## config.mk

```make
export PLATFORM = sky130hd
export DESIGN_NAME = nib_serializer
export DESIGN_NICKNAME = d
export VERILOG_FILES = /design/src/rtl/nib_pkg.sv /design/src/rtl/lane_extend.sv /design/src/rtl/nib_serializer.sv
export SDC_FILE = /design/constraint.sdc
export NUM_CORES = 1
export LEC_CHECK = 0
export ABC_AREA = 1
export CAP_MARGIN = 10
export CORE_MARGIN = 2
export CORE_UTILIZATION = 31
export DETAILED_ROUTE_END_ITERATION = 16
export SLEW_MARGIN = 20
export SYNTH_ARGS = -nofsm -noshare
export SYNTH_HDL_FRONTEND = slang
export SYNTH_HIERARCHICAL = 1
export SYNTH_SLANG_ARGS = --single-unit
```

## constraint.sdc

```tcl
create_clock -name clk -period 1.8 [get_ports clk]
set_input_delay 0.36 -clock clk [delete_from_list [all_inputs] [get_ports clk]]
set_output_delay 0.36 -clock clk [all_outputs]
set_load 0.005 [all_outputs]
```

## src/rtl/nib_pkg.sv

```systemverilog
// Shared definitions for the nibble serializer.
//   NIB_WIDTH  : default word width
//   NIB_LANE   : lane width in bits
//   NIB_NLANES : lanes per word
//   nib_state_t: serializer FSM state
package nib_pkg;
    localparam int NIB_WIDTH  = 16;
    localparam int NIB_LANE   = 4;
    localparam int NIB_NLANES = NIB_WIDTH / NIB_LANE;

    typedef enum logic {
        S_IDLE = 1'b0,
        S_EMIT = 1'b1
    } nib_state_t;
endpackage

```

## src/rtl/lane_extend.sv

```systemverilog
// Extends one LANE-bit lane to WIDTH bits, by sign or by zero.
//   lane_in   : lane bits
//   is_signed : 1 = replicate lane msb into the upper bits, 0 = zero-fill
//   data_out  : extended value
module lane_extend
    import nib_pkg::*;
#(
    parameter int WIDTH = NIB_WIDTH,
    parameter int LANE  = NIB_LANE
) (
    input  logic [LANE-1:0]  lane_in,
    input  logic             is_signed,
    output logic [WIDTH-1:0] data_out
);
    logic fill;

    always_comb begin
        fill     = is_signed & lane_in[LANE-1];
        data_out = {{(WIDTH-LANE){fill}}, lane_in};
    end
endmodule

```

## src/rtl/nib_serializer.sv

```systemverilog
// Splits a word into LANE-bit lanes and emits them one beat at a time,
// lane 0 (lsbs) first, each extended to WIDTH bits.
//   clk, rst_n              : clock, async active-low reset
//   in_valid/in_ready       : word handshake; in_data, in_signed qualify it
//   flush                   : synchronous abort of the word in progress
//   out_valid/out_ready     : beat handshake
//   out_data/out_idx/out_last : extended lane, lane index, final-lane flag
//   busy                    : a word is held
//
// state  | meaning
// S_IDLE | no word held, ready for a new one
// S_EMIT | word held, lane idx_q presented on the output
module nib_serializer
    import nib_pkg::*;
#(
    parameter int WIDTH = NIB_WIDTH,
    parameter int LANE  = NIB_LANE
) (
    input  logic                              clk,
    input  logic                              rst_n,
    input  logic                              in_valid,
    output logic                              in_ready,
    input  logic [WIDTH-1:0]                  in_data,
    input  logic                              in_signed,
    input  logic                              flush,
    output logic                              out_valid,
    input  logic                              out_ready,
    output logic [WIDTH-1:0]                  out_data,
    output logic [$clog2(WIDTH/LANE)-1:0]     out_idx,
    output logic                              out_last,
    output logic                              busy
);
    localparam int NLANES = WIDTH / LANE;
    localparam int IDXW   = $clog2(NLANES);
    localparam logic [IDXW-1:0] IDX_LAST = IDXW'(NLANES - 1);

    nib_state_t        state_q, state_d;
    logic [WIDTH-1:0]  word_q,  word_d;
    logic              sgn_q,   sgn_d;
    logic [IDXW-1:0]   idx_q,   idx_d;
    logic              valid_q, valid_d;

    logic              last;
    logic              beat;
    logic              accept;
    logic [LANE-1:0]   lane_bits;

    always_comb begin
        last     = valid_q && (idx_q == IDX_LAST);
        beat     = valid_q && out_ready;
        // Final beat of one word and acceptance of the next may share a cycle.
        in_ready = !flush && ((state_q == S_IDLE) || (beat && last));
        accept   = in_valid && in_ready;

        state_d  = state_q;
        word_d   = word_q;
        sgn_d    = sgn_q;
        idx_d    = idx_q;
        valid_d  = valid_q;

        if (flush) begin
            state_d = S_IDLE;
            valid_d = 1'b0;
            idx_d   = '0;
        end else if (accept) begin
            state_d = S_EMIT;
            word_d  = in_data;
            sgn_d   = in_signed;
            idx_d   = '0;
            valid_d = 1'b1;
        end else if (beat) begin
            if (last) begin
                state_d = S_IDLE;
                valid_d = 1'b0;
                idx_d   = '0;
            end else begin
                idx_d = idx_q + 1'b1;
            end
        end
    end

    always_ff @(posedge clk or negedge rst_n) begin
        if (!rst_n) begin
            state_q <= S_IDLE;
            word_q  <= '0;
            sgn_q   <= 1'b0;
            idx_q   <= '0;
            valid_q <= 1'b0;
        end else begin
            state_q <= state_d;
            word_q  <= word_d;
            sgn_q   <= sgn_d;
            idx_q   <= idx_d;
            valid_q <= valid_d;
        end
    end

    // Lane select is driven only by held state, so in_data never reaches out_data.
    always_comb begin
        lane_bits = word_q[int'(idx_q)*LANE +: LANE];
    end

    lane_extend #(.WIDTH(WIDTH), .LANE(LANE)) u_lane_extend (
        .lane_in   (lane_bits),
        .is_signed (sgn_q),
        .data_out  (out_data)
    );

    assign out_valid = valid_q;
    assign out_idx   = idx_q;
    assign out_last  = last;
    assign busy      = valid_q;
endmodule
```

# [Word-level counts from Yosys, hierarchy flattened]
# Index checks and enable logic that the tools add are counted.
[totals] input_bits=22 elab_cells=29 ff_bits=20
[classes] reduce_logical=11 n_bitwise=3 n_shift=1 add_sub_neg=1 muxes=8 eq_ne=1
[op_table] cell="$shiftx A16 B5 Y4" count=1
[op_table] cell="$mux W2" count=4
[op_table] cell="$reduce_bool A3 Y1" count=2
[op_table] cell="$logic_and A1 B1 Y1" count=5
[op_table] cell="$mux W1" count=4
[op_table] cell="$reduce_and A2 Y1" count=2
[op_table] cell="$add A2 B1 Y2 const B" count=1
[op_table] cell="$eq A2 B2 Y1 const B" count=1
[op_table] cell="$not A1 Y1" count=2
[op_table] cell="$and A1 B1 Y1" count=1
[op_table] cell="$logic_not A1 Y1" count=1
[op_table] cell="$logic_or A1 B1 Y1" count=1

# [Depth between registers and ports, before layout]
# Gate-level depths: netlist of the first run.
[depth] word_depth=8 mapped_depth=8 ltp_nobuf=6

# [Modules after synthesis]
# The synthesis of the first run kept the hierarchy.
[by_module_without_submodules] module="nib_serializer" instances=1 cells_per_inst=128 area_per_inst_um2=1018.5
[by_module_without_submodules] module="lane_extend" instances=1 cells_per_inst=18 area_per_inst_um2=127.6

# [Least setup slack after synthesis of the first run]
# OpenSTA, ideal clock, no wires.
[synth_path] path_type="flip-flop to output port" from="reg idx_q[0], in the netlist out_idx[0]" to="out out_data[10]" t_arrival_ns=1.397 required_time_ns=1.440 path_slack_ns=0.043 path_stages_with_launch=8 cell_sequence="dfrtp_1 > buf_2 > inv_1 > o21ai_0 > o21ai_0 > nand2_1 > inv_1 > buf_4"
[synth_between] elab_chain_cells=2
[synth_lines] element="from (decl)" line_no="nib_serializer.sv:40" text="logic [IDXW-1:0] idx_q, idx_d;"
[synth_lines] element="from (signal assigned)" line_no="nib_serializer.sv:93" text="idx_q <= idx_d;"
[synth_lines] element="$shiftx A16 B5 Y4" line_no="nib_serializer.sv:100" text="lane_bits = word_q[int'(idx_q)*LANE +: LANE];"
[synth_lines] element="named net lane_bits[3]" line_no="nib_serializer.sv:46" text="logic [LANE-1:0] lane_bits;"
[synth_lines] element="$and A1 B1 Y1" line_no="lane_extend.sv:18" text="fill = is_signed & lane_in[LANE-1];"
[synth_lines] element="to (decl)" line_no="nib_serializer.sv:28" text="output logic [WIDTH-1:0] out_data,"
# The timed path passes the listed nets, and every way through them passes these cells.

# [Worst setup path in the final report of the first run]
[layout_path] from="reg idx_q[0], in the netlist out_idx[0]" to="out out_data[10]"
[layout_between] elab_chain_cells=2
[layout_lines] element="$shiftx A16 B5 Y4" line_no="nib_serializer.sv:100"
[layout_lines] element="$and A1 B1 Y1" line_no="lane_extend.sv:18"
# Every way passes these cells.

==> results of run 1 <==
## power breakdown
group / switching, mW / leakage [nW] / internal [mW] / total [mW]
logic: 0.163 / 0.581 / 0.214 / 0.377
clock network: 0.156 / 0.0357 / 0.297 / 0.453
registers: 0.0436 / 0.250 / 0.514 / 0.557
total: 0.363 / 0.867 / 1.02 / 1.39
## cell type report
cell class              count  area, um^2  share of cell area, %
repair inverters            1        7.51                  0.435
clock buffers               3        41.3                   2.39
repair buffers             64         574                   33.3
flip-flops and latches     20         502                   29.1
inverters                   9        33.8                   1.96
well taps                  48        60.1                   3.48
multi-input cells          94         477                   27.6
clock inverters             1        30.0                   1.74
## cell families (layout without fill, tap and decap cells)
logic type,after synthesis,count (layout),share of synthesized area (%)
compound gates,14,14,6.11
fa+ha+maj,1,1,1.09
buf+inv,32,78,17.5
flops,20,20,43.7
simple gates,79,79,31.7
## state kept, by name, indices dropped and copies added, names as in the netlist
register  cells
state_q       1
word_q       16
out_idx       2
sgn_q         1
## synth_stat cells
cell type	instances	area share, %
a21oi_1	2	0.87
buf_2	4	1.7
buf_4	18	12
buf_6	1	0.98
dfrtp_1	20	44
ha_1	1	1.1
inv_1	8	2.6
inv_2	1	0.33
nand2_1	42	14
nand2_2	1	0.55
nand2_4	1	0.98
nand3_4	1	1.5
nand4_1	17	9.3
nor2_1	17	5.6
o21ai_0	12	5.2
## repair_timing
item                                    in CTS  in global routing
cloned                                       1                  0
gates resized for setup                     92                 10
buffers inserted                             8                  1
endpoints found under the setup margin      18                 17
pin swaps                                    5                  3
## worst max-delay path by stage
stage / from / end / cells after the start
detailed placement: out_idx[0] / out_data[15] / 6
floorplan: out_idx[0] / out_data[10] / 7
global placement: out_idx[0] / out_data[10] / 6
finish: out_idx[0] / out_data[10] / 8
CTS: out_idx[0] / out_data[5] / 8
global route: out_idx[0] / out_data[10] / 8
## worst max-delay path: stages (launching register included)
cell and delay (ns):
dfrtp_2 0.44, nor2_1 0.10, nor2_1 0.05, o21ai_1 0.09, o21ai_2 0.09, nand2_2 0.11
clkinvlp_4 0.12, buf_6 0.13, buf_2 0.12
## layer usage
metal / wire length (um) / GRT usage [%] / vias to the layer above
met2: 1480 / 27.8 / 29
met1: 1200 / 18.1 / 491
met3: 128 / 2.43 / 2
met4: 12 / 5.32 / 0
li1: - / - / 550
met5: 0 / 0 / -
==> results_dict.tcl, run 1 <==
set metrics [dict create \
    hpwlAfterDp_um 2060 \
    place_congestion 0.797 \
    rsz0062_at_grt "yes" \
    syn-cell-area_um2 1150 \
    start_util_pct 31.8 \
    clk_latency_ns 0.26 \
    synth.distinct_cells 15 \
    crit_fanout 4 \
    ios 44 \
    holdCritPathClass "input pin to asynchronous set/reset pin" \
    r2r-start "out_idx[0]" \
    fin_crit_sh_pct 103 \
    ant_nets 0 \
    criticalPathCategory "flip-flop to output pin" \
    p_total_mw 1.39 \
    cts.path.max_buffers 2 \
    syn_avg_cell_area_um2 7.85 \
    setup_viol 5 \
    syn-instance-count 146 \
    dp_slack_ns -0.283 \
    drive_gt1_share_pct 29.7 \
    routedWlPerCell_um 11.8 \
    grt_overflow 0 \
    synthToLayoutAreaGrowth_pct 50.5 \
    final_core_util_pct 47.8 \
    grt_max_degree 21 \
    ys_seq_area_share_pct 43.7 \
    diodes 0 \
    maxCapViolCount 0 \
    die_area_um2 4200 \
    worstMarginPinSlew_ns 0.267 \
    cts_root_buffer "clkbuf_8" \
    core_area_um2 3610 \
    grt_pass1_vias 1086 \
    first_pass_iters 4 \
    placed_area_um2 1580 \
    tns_ns -0.296 \
    ctsHoldBuffers 0 \
    crit_arrival_ns 1.50 \
    outcome "complete, but fails checks" \
    fill_cells 370 \
    post-route-min-period_ns 1.86 \
    grt_usage_pct 15.3 \
    fmax_ghz 0.537 \
    clock_skew_ns 0.00165 \
    report.final.slew_viol_count 0 \
    vdd_drop_max_v 0.000452 \
    hold_viol 0 \
    whs_ns 0.434 \
    drc 0 \
    r2r_cells 8 \
    cts_buffers 3 \
    placementRows 22 \
    antenna_found_initial 0 \
    port_buffers 43 \
    clk_pin_slew_worst_paths_ns 0.08 \
    synth_seq_cells 20 \
    violations "negative setup slack" \
    grt_pass1_wl_um 4970 \
    power.leakage_nw 0.867 \
    syn_nets 169 \
    r2r_slack_ns 0.33 \
    dieWidth_um 64.8 \
    critPathCaptureType "output pin" \
    cp_data_required_time_ns 1.44 \
    slew_headroom_pct 82.2 \
    fin_nets 216 \
    start_kind "flip-flop" \
    yosysWarnings 6 \
    design_area_um2 1730 \
    worst_slack_ns -0.0608 \
    drt_iter0_markers 45 \
    power.density_nw_per_um2 804 \
    fin_cells 240 \
    clock_sinks 20 \
    tritoncts "done" \
    final_cell_mix "nand2_1, clkdlybuf4s50_1, dfrtp_1" \
    via_per_inst 4.47 \
    dp_cells 228 \
    wl_um 2820 \
    die_h_um 64.8 \
    final_common_cell "nand2_1" \
    r2r-end "out_idx[0]" \
    vias 1072 \
    h-tree-depth 1 \
]
(Power assumes the default switching activity.)
==> inputs of run 2 (changes only) <==
--- a/config.mk
+++ b/config.mk
@@ -7,6 +7,7 @@
 export LEC_CHECK = 0
 export ABC_AREA = 1
 export CAP_MARGIN = 10
+export CORE_ASPECT_RATIO = 0.6
 export CORE_MARGIN = 2
 export CORE_UTILIZATION = 31
 export DETAILED_ROUTE_END_ITERATION = 16
==> run 2 against run 1 <==
Compared with the run above:
- the flow still finishes with violations (negative setup slack)
- total power fell by 9.0%
- global-route usage decreased by 0.38 points
- register-to-register slack worse by 0.09 ns
- clock power is 25% lower
- sequential cell count unchanged
- die area is 0.38% higher
- combinational power fell by 3%
- sequential share of layout area increased by 0.69 points
- clock-buffer cell count grew 1
- final cell count unchanged
- worst setup slack worse by 0.069 ns
==> results_dict.tcl, run 2 (same netlist as run 1, synthesis figures left out) <==
set metrics [dict create \
    seq_area_um2 502 \
    routedWlPerCell_um 12.6 \
    vias 1092 \
    ctsHoldBuffers 0 \
    crit_fanout 5 \
    drt_iter0_markers 59 \
    slowest_stage "dfrtp_2" \
    rsz0062_at_grt "yes" \
    antenna_found_initial 0 \
    dieWidth_um 82.5 \
    tns_ns -0.759 \
    clk_latency_ns 0.26 \
    clock_sinks 20 \
    via_per_inst 4.55 \
    violations "negative setup slack" \
    fin_crit_sh_pct 107 \
    slew_headroom_pct 81.5 \
    power.leakage_nw 0.850 \
    final_cell_mix "nand2_1, clkdlybuf4s50_1, dfrtp_1, buf_4, nand4_1" \
    final_common_cell "nand2_1" \
    multi_input_area_um2 482 \
    hpwlAfterDp_um 2120 \
    r2r_cells 9 \
    clock_skew_ns 0.00235 \
    cp_data_required_time_ns 1.44 \
    start_util_pct 31.9 \
    hold_viol 0 \
    grt_max_degree 21 \
    place_congestion 0.766 \
    top_register "word_q" \
    ios 44 \
    h-tree-depth 1 \
    maxCapViolCount 0 \
    cp.depth 9 \
    cts_root_buffer "clkbuf_8" \
    criticalPathCategory "flip-flop to output pin" \
    path_buf_inv 4 \
    r2r-start "out_idx[0]" \
    crit_arrival_ns 1.57 \
    dp_cells 227 \
    start_kind "flip-flop" \
    fin_cells 240 \
    grt_usage_pct 14.9 \
    placementRows 17 \
    crit_family "flip-flops" \
    report.final.slew_viol_count 0 \
    fill_cells 346 \
    grt_pass1_vias 1071 \
    cpPeakStageDelay_ns 0.44 \
    power.density_nw_per_um2 749 \
    critPathCaptureType "output pin" \
    fin_nets 217 \
    clk_pin_slew_worst_paths_ns 0.07 \
    drc 0 \
    wl_um 3020 \
    outcome "complete, but fails checks" \
    port_buffers 43 \
    grt_overflow 0 \
    final_core_util_pct 46.9 \
    cts.path.max_buffers 2 \
    worstPathCellList "nor2_1 > nor2_1 > o21ai_1 > o21ai_2 > nand2_2 > buf_12 > clkinvlp_4 > buf_6 > buf_6" \
    fmax_ghz 0.518 \
    vdd_drop_max_v 0.000301 \
    holdCritPathClass "input pin to asynchronous set/reset pin" \
    core_area_um2 3590 \
    synthToLayoutAreaGrowth_pct 47.1 \
    grt_pass1_wl_um 4790 \
    largest_register_ffs 16 \
    die_area_um2 4220 \
    diodes 0 \
    setup_viol 12 \
    setup.worst_path.start "out_idx[0]" \
    worstMarginPinSlew_ns 0.276 \
    tritoncts "done" \
    dp_slack_ns -0.292 \
    drive_gt1_share_pct 31.6 \
    cts_buffers 3 \
    ant_nets 0 \
    first_pass_iters 4 \
    post-route-min-period_ns 1.93 \
    worst_slack_ns -0.130 \
    die_h_um 51.1 \
]
[run 2: cell types whose count changed in the layout (fill, tap and decap cells not counted), sizes merged]
cell           delta
clkdlybuf4s15     +1
bufinv            -1
clkbuf            +4
buf               -3
[run 2: area by class of cell]
type	instances	share of cell area (%)
Clock buffer	4	3.27
Multi-Input combinational cell	94	28.6
Sequential cell	20	29.8
Tap cell	47	3.49
Timing Repair Buffer	65	32.3
Timing Repair inverter	1	0.445
Inverter	9	2.15
[run 2: where the power goes]
part / leakage (nW) / switching (mW) / total (mW) / internal (mW)
Clock: 0.0288 / 0.143 / 0.338 / 0.195
Sequential: 0.250 / 0.0455 / 0.560 / 0.514
Combinational: 0.571 / 0.166 / 0.365 / 0.198
Total: 0.850 / 0.355 / 1.26 / 0.907
[run 2: what timing repair did]
action / in CTS / in global routing
setup endpoints to repair: 18 / 17
gates cloned: 1 / 0
setup buffers: 5 / 4
resized for setup: 84 / 12
endpoints found under the hold margin: 0 / 0
pin swaps: 4 / 2
[run 2: final timing paths]
path,slack (ns),to
worst max-delay path,-0.13,out_data[8]
worst min-delay path,0.44,state_q
worst max register to register,0.24,out_idx[1]
worst min register to register,0.48,word_q[8]
max in group asynchronous,1.13,out_idx[0]
min in group clk,0.48,word_q[8]
[run 2: metal layers]
metal | vias to the layer above | global-route usage, % | part of all wire, %
met5 | - | 0 | 0
met4 | 0 | 3.28 | 0.96
met3 | 5 | 3.18 | 3.8
met2 | 22 | 25.4 | 49
met1 | 510 | 19.5 | 46
li1 | 555 | - | -
[run 2: stage by stage]
stage                     instance area, um^2  total power [mW]  hold slack, ns
after floorplan                          1150             0.756          0.0644
after global placement                   1570             0.898           0.449
after detailed placement                 1570             0.908           0.458
after CTS                                1670              1.26           0.446
after global routing                     1690              1.34           0.470
final                                    1690              1.26           0.436
[run 2: worst reg2reg max path, stage by stage (launching register included)]
cell,delay [ns]
dfrtp_2,0.44
buf_4,0.15
buf_6,0.11
ha_4,0.16
nand2_2,0.06
buf_4,0.11
nand2_4,0.08
nand3_4,0.19
nand2_1,0.10
nor2_1,0.10
==> inputs of run 3 (changes only) <==
--- a/config.mk
+++ b/config.mk
@@ -14,5 +14,4 @@
 export SLEW_MARGIN = 20
 export SYNTH_ARGS = -nofsm -noshare
 export SYNTH_HDL_FRONTEND = slang
-export SYNTH_HIERARCHICAL = 1
 export SYNTH_SLANG_ARGS = --single-unit
==> run 3 against run 2 <==
Compared with the run above:
- the flow still finishes with violations (negative setup slack)
- die area decreased by 1.7%
- synthesized area decreased by 1.9%
- sequential cell count unchanged
- critical path depth unchanged
- clock power increased by 32%
- total power increased by 11%
- final cell count decreased by 0.42%
- critical path type unchanged
- largest cell class unchanged
- clock skew increased by 0.0065 ns
- routed wire length increased by 1.3%
- synthesized cell count decreased by 1.4%
- register-to-register slack about the same
==> results_dict.tcl, run 3 <==
set metrics [dict create \
    outcome "complete, but fails checks" \
    violations "negative setup slack" \
    start_kind "flip-flop" \
    fmax_ghz 0.533 \
    largest_register_ffs 16 \
    post-route-min-period_ns 1.88 \
    slowest_stage "dfrtp_2" \
    synth_top_area_share_pct 44.5 \
    grt_pass1_wl_um 5020 \
    criticalPathCategory "flip-flop to output pin" \
    yosysTopAreaCell "dfrtp_1" \
    p_total_mw 1.40 \
    clock_sinks 20 \
    syn_nets 167 \
    antenna_found_initial 0 \
    report.final.slew_viol_count 0 \
    tritoncts "done" \
    core_area_um2 3360 \
    cpPeakStageDelay_ns 0.46 \
    ios 44 \
    synth.distinct_cells 17 \
    fill_cells 338 \
    ys_seq_area_share_pct 44.5 \
    worstPathCellList "clkinv_4 > nand2_2 > nand3_2 > nand2_2 > buf_6 > nor2_4 > buf_6 > buf_6 > buf_6" \
    power.leakage_nw 0.938 \
    crit_arrival_ns 1.52 \
    path_buf_inv 5 \
    async_flop_share_pct 100 \
    synth_seq_cells 20 \
    die_h_um 50.7 \
    synth_area_leaders "dfrtp_1, nand2_1, buf_4" \
    place_congestion 0.749 \
    clk_pin_slew_worst_paths_ns 0.08 \
    vias 1107 \
    power.density_nw_per_um2 792 \
    tns_ns -0.359 \
    drt_iter0_markers 45 \
    final_cell_mix "nand2_1, clkdlybuf4s50_1, dfrtp_1" \
    fin_crit_sh_pct 104 \
    worstMarginPinSlew_ns 0.278 \
    cts_buffers 3 \
    final_common_cell "nand2_1" \
    routedWlPerCell_um 12.8 \
    maxCapViolCount 0 \
    clk_latency_ns 0.26 \
    vdd_drop_max_v 0.000403 \
    crit_family "buffers and inverters" \
    synth_simple_gate_area_share_pct 33.8 \
    synthAdderAreaFrac_pct 1.11 \
    synth_top_family_by_area "simple AND/OR/NAND/NOR gates" \
    diodes 0 \
    grt_usage_pct 15.7 \
    worst_slack_ns -0.0764 \
    whs_ns 0.428 \
    synthToLayoutAreaGrowth_pct 56.7 \
    cts_root_buffer "clkbuf_8" \
    yosysWarnings 0 \
    synth-edff-count 0 \
    hold_viol 0 \
    grt_overflow 0 \
    dp_cells 226 \
    holdCritPathClass "input pin to asynchronous set/reset pin" \
    ctsHoldBuffers 0 \
    cts.path.max_buffers 2 \
    cp_data_required_time_ns 1.44 \
    first_pass_iters 4 \
    synth_compound_area_share_pct 4.89 \
    rsz0062_at_grt "yes" \
    ant_nets 0 \
    synth_xor_area_share_pct 0 \
    syn_avg_cell_area_um2 7.81 \
    cpMostUsedCell "buf_6" \
    top_register "word_q" \
    setup_viol 9 \
    final_core_util_pct 52.4 \
    synthMuxAreaShare_pct 0 \
    syn-cell-area_um2 1120 \
    fin_cells 239 \
    yosys-top-cells-count "nand2_1, dfrtp_1, nand4_1" \
    clock_skew_ns 0.00882 \
    syn-instance-count 144 \
    h-tree-depth 1 \
    hpwlAfterDp_um 2110 \
    drive_gt1_share_pct 32.0 \
    grt_max_degree 21 \
    critPathCaptureType "output pin" \
    slew_headroom_pct 81.4 \
    wl_um 3060 \
    die_area_um2 4140 \
    dieWidth_um 81.8 \
    yosysMostFrequentCell "nand2_1" \
    grt_pass1_vias 1094 \
    drc 0 \
    ys.flop_type "dfrtp_1" \
    fin_nets 218 \
    via_per_inst 4.63 \
    port_buffers 43 \
    start_util_pct 33.4 \
    crit_fanout 5 \
    placementRows 16 \
]
[run 3: power by group]
group / internal, mW / total [mW] / switching [mW] / leakage, nW
sequential: 0.514 / 0.559 / 0.0450 / 0.248
clock: 0.297 / 0.447 / 0.150 / 0.0357
combinational: 0.215 / 0.389 / 0.175 / 0.654
total: 1.03 / 1.40 / 0.370 / 0.938
[run 3: metal layers]
layer	wire, um	vias up	track usage (%)
met5	0	-	0
met4	0	0	0.833
met3	174	0	4.68
met2	1520	28	28.0
met1	1360	522	19.6
li1	-	557	-
[run 3: per-stage QoR]
step                      instance area (um^2)  worst slack, ns
after floorplan                           1130            0.143
after global placement                    1570           -0.142
after detailed placement                  1570           -0.143
after CTS                                 1720           -0.130
after global routing                      1760           -0.141
final                                     1760          -0.0764
[run 3: cell families after synthesis]
kind of cell,after synthesis
flip-flops,20
AND/OR/NAND/NOR,83
AO/OA/AOI/OAI,11
buffers and inverters,29
adder cells (fa/ha/maj),1
[run 3: what timing repair did]
item / CTS / global route
gates resized for setup: 93 / 17
pin swaps: 2 / 1
endpoints found under the setup margin: 18 / 19
buffers inserted: 6 / 2
cloned: 1 / 0
[run 3: path summary, 6_finish.rpt]
| kind | slack (ns) | depth (start not counted) | end | from |
|---|---|---|---|---|
| setup / recovery | -0.08 | 9 | out_data[8] | out_idx[0] |
| hold / removal | 0.43 | 2 | word_q[8] | rst_n |
| setup reg to reg | 0.25 | 8 | out_idx[1] | out_idx[0] |
| hold reg to reg | 0.48 | 2 | word_q[15] | word_q[15] |
| max in group asynchronous | 1.13 | 2 | out_idx[1] | rst_n |
| min in group clk | 0.48 | 2 | word_q[15] | word_q[15] |
[run 3: cell type report]
type | instances | area [um^2] | area share [%]
Multi-Input combinational cell | 95 | 502 | 28.5
Sequential cell | 20 | 503 | 28.5
Inverter | 10 | 45.0 | 2.56
Clock buffer | 3 | 41.3 | 2.34
Timing Repair Buffer | 65 | 586 | 33.2
Clock inverter | 1 | 30.0 | 1.70
Tap cell | 45 | 56.3 | 3.19
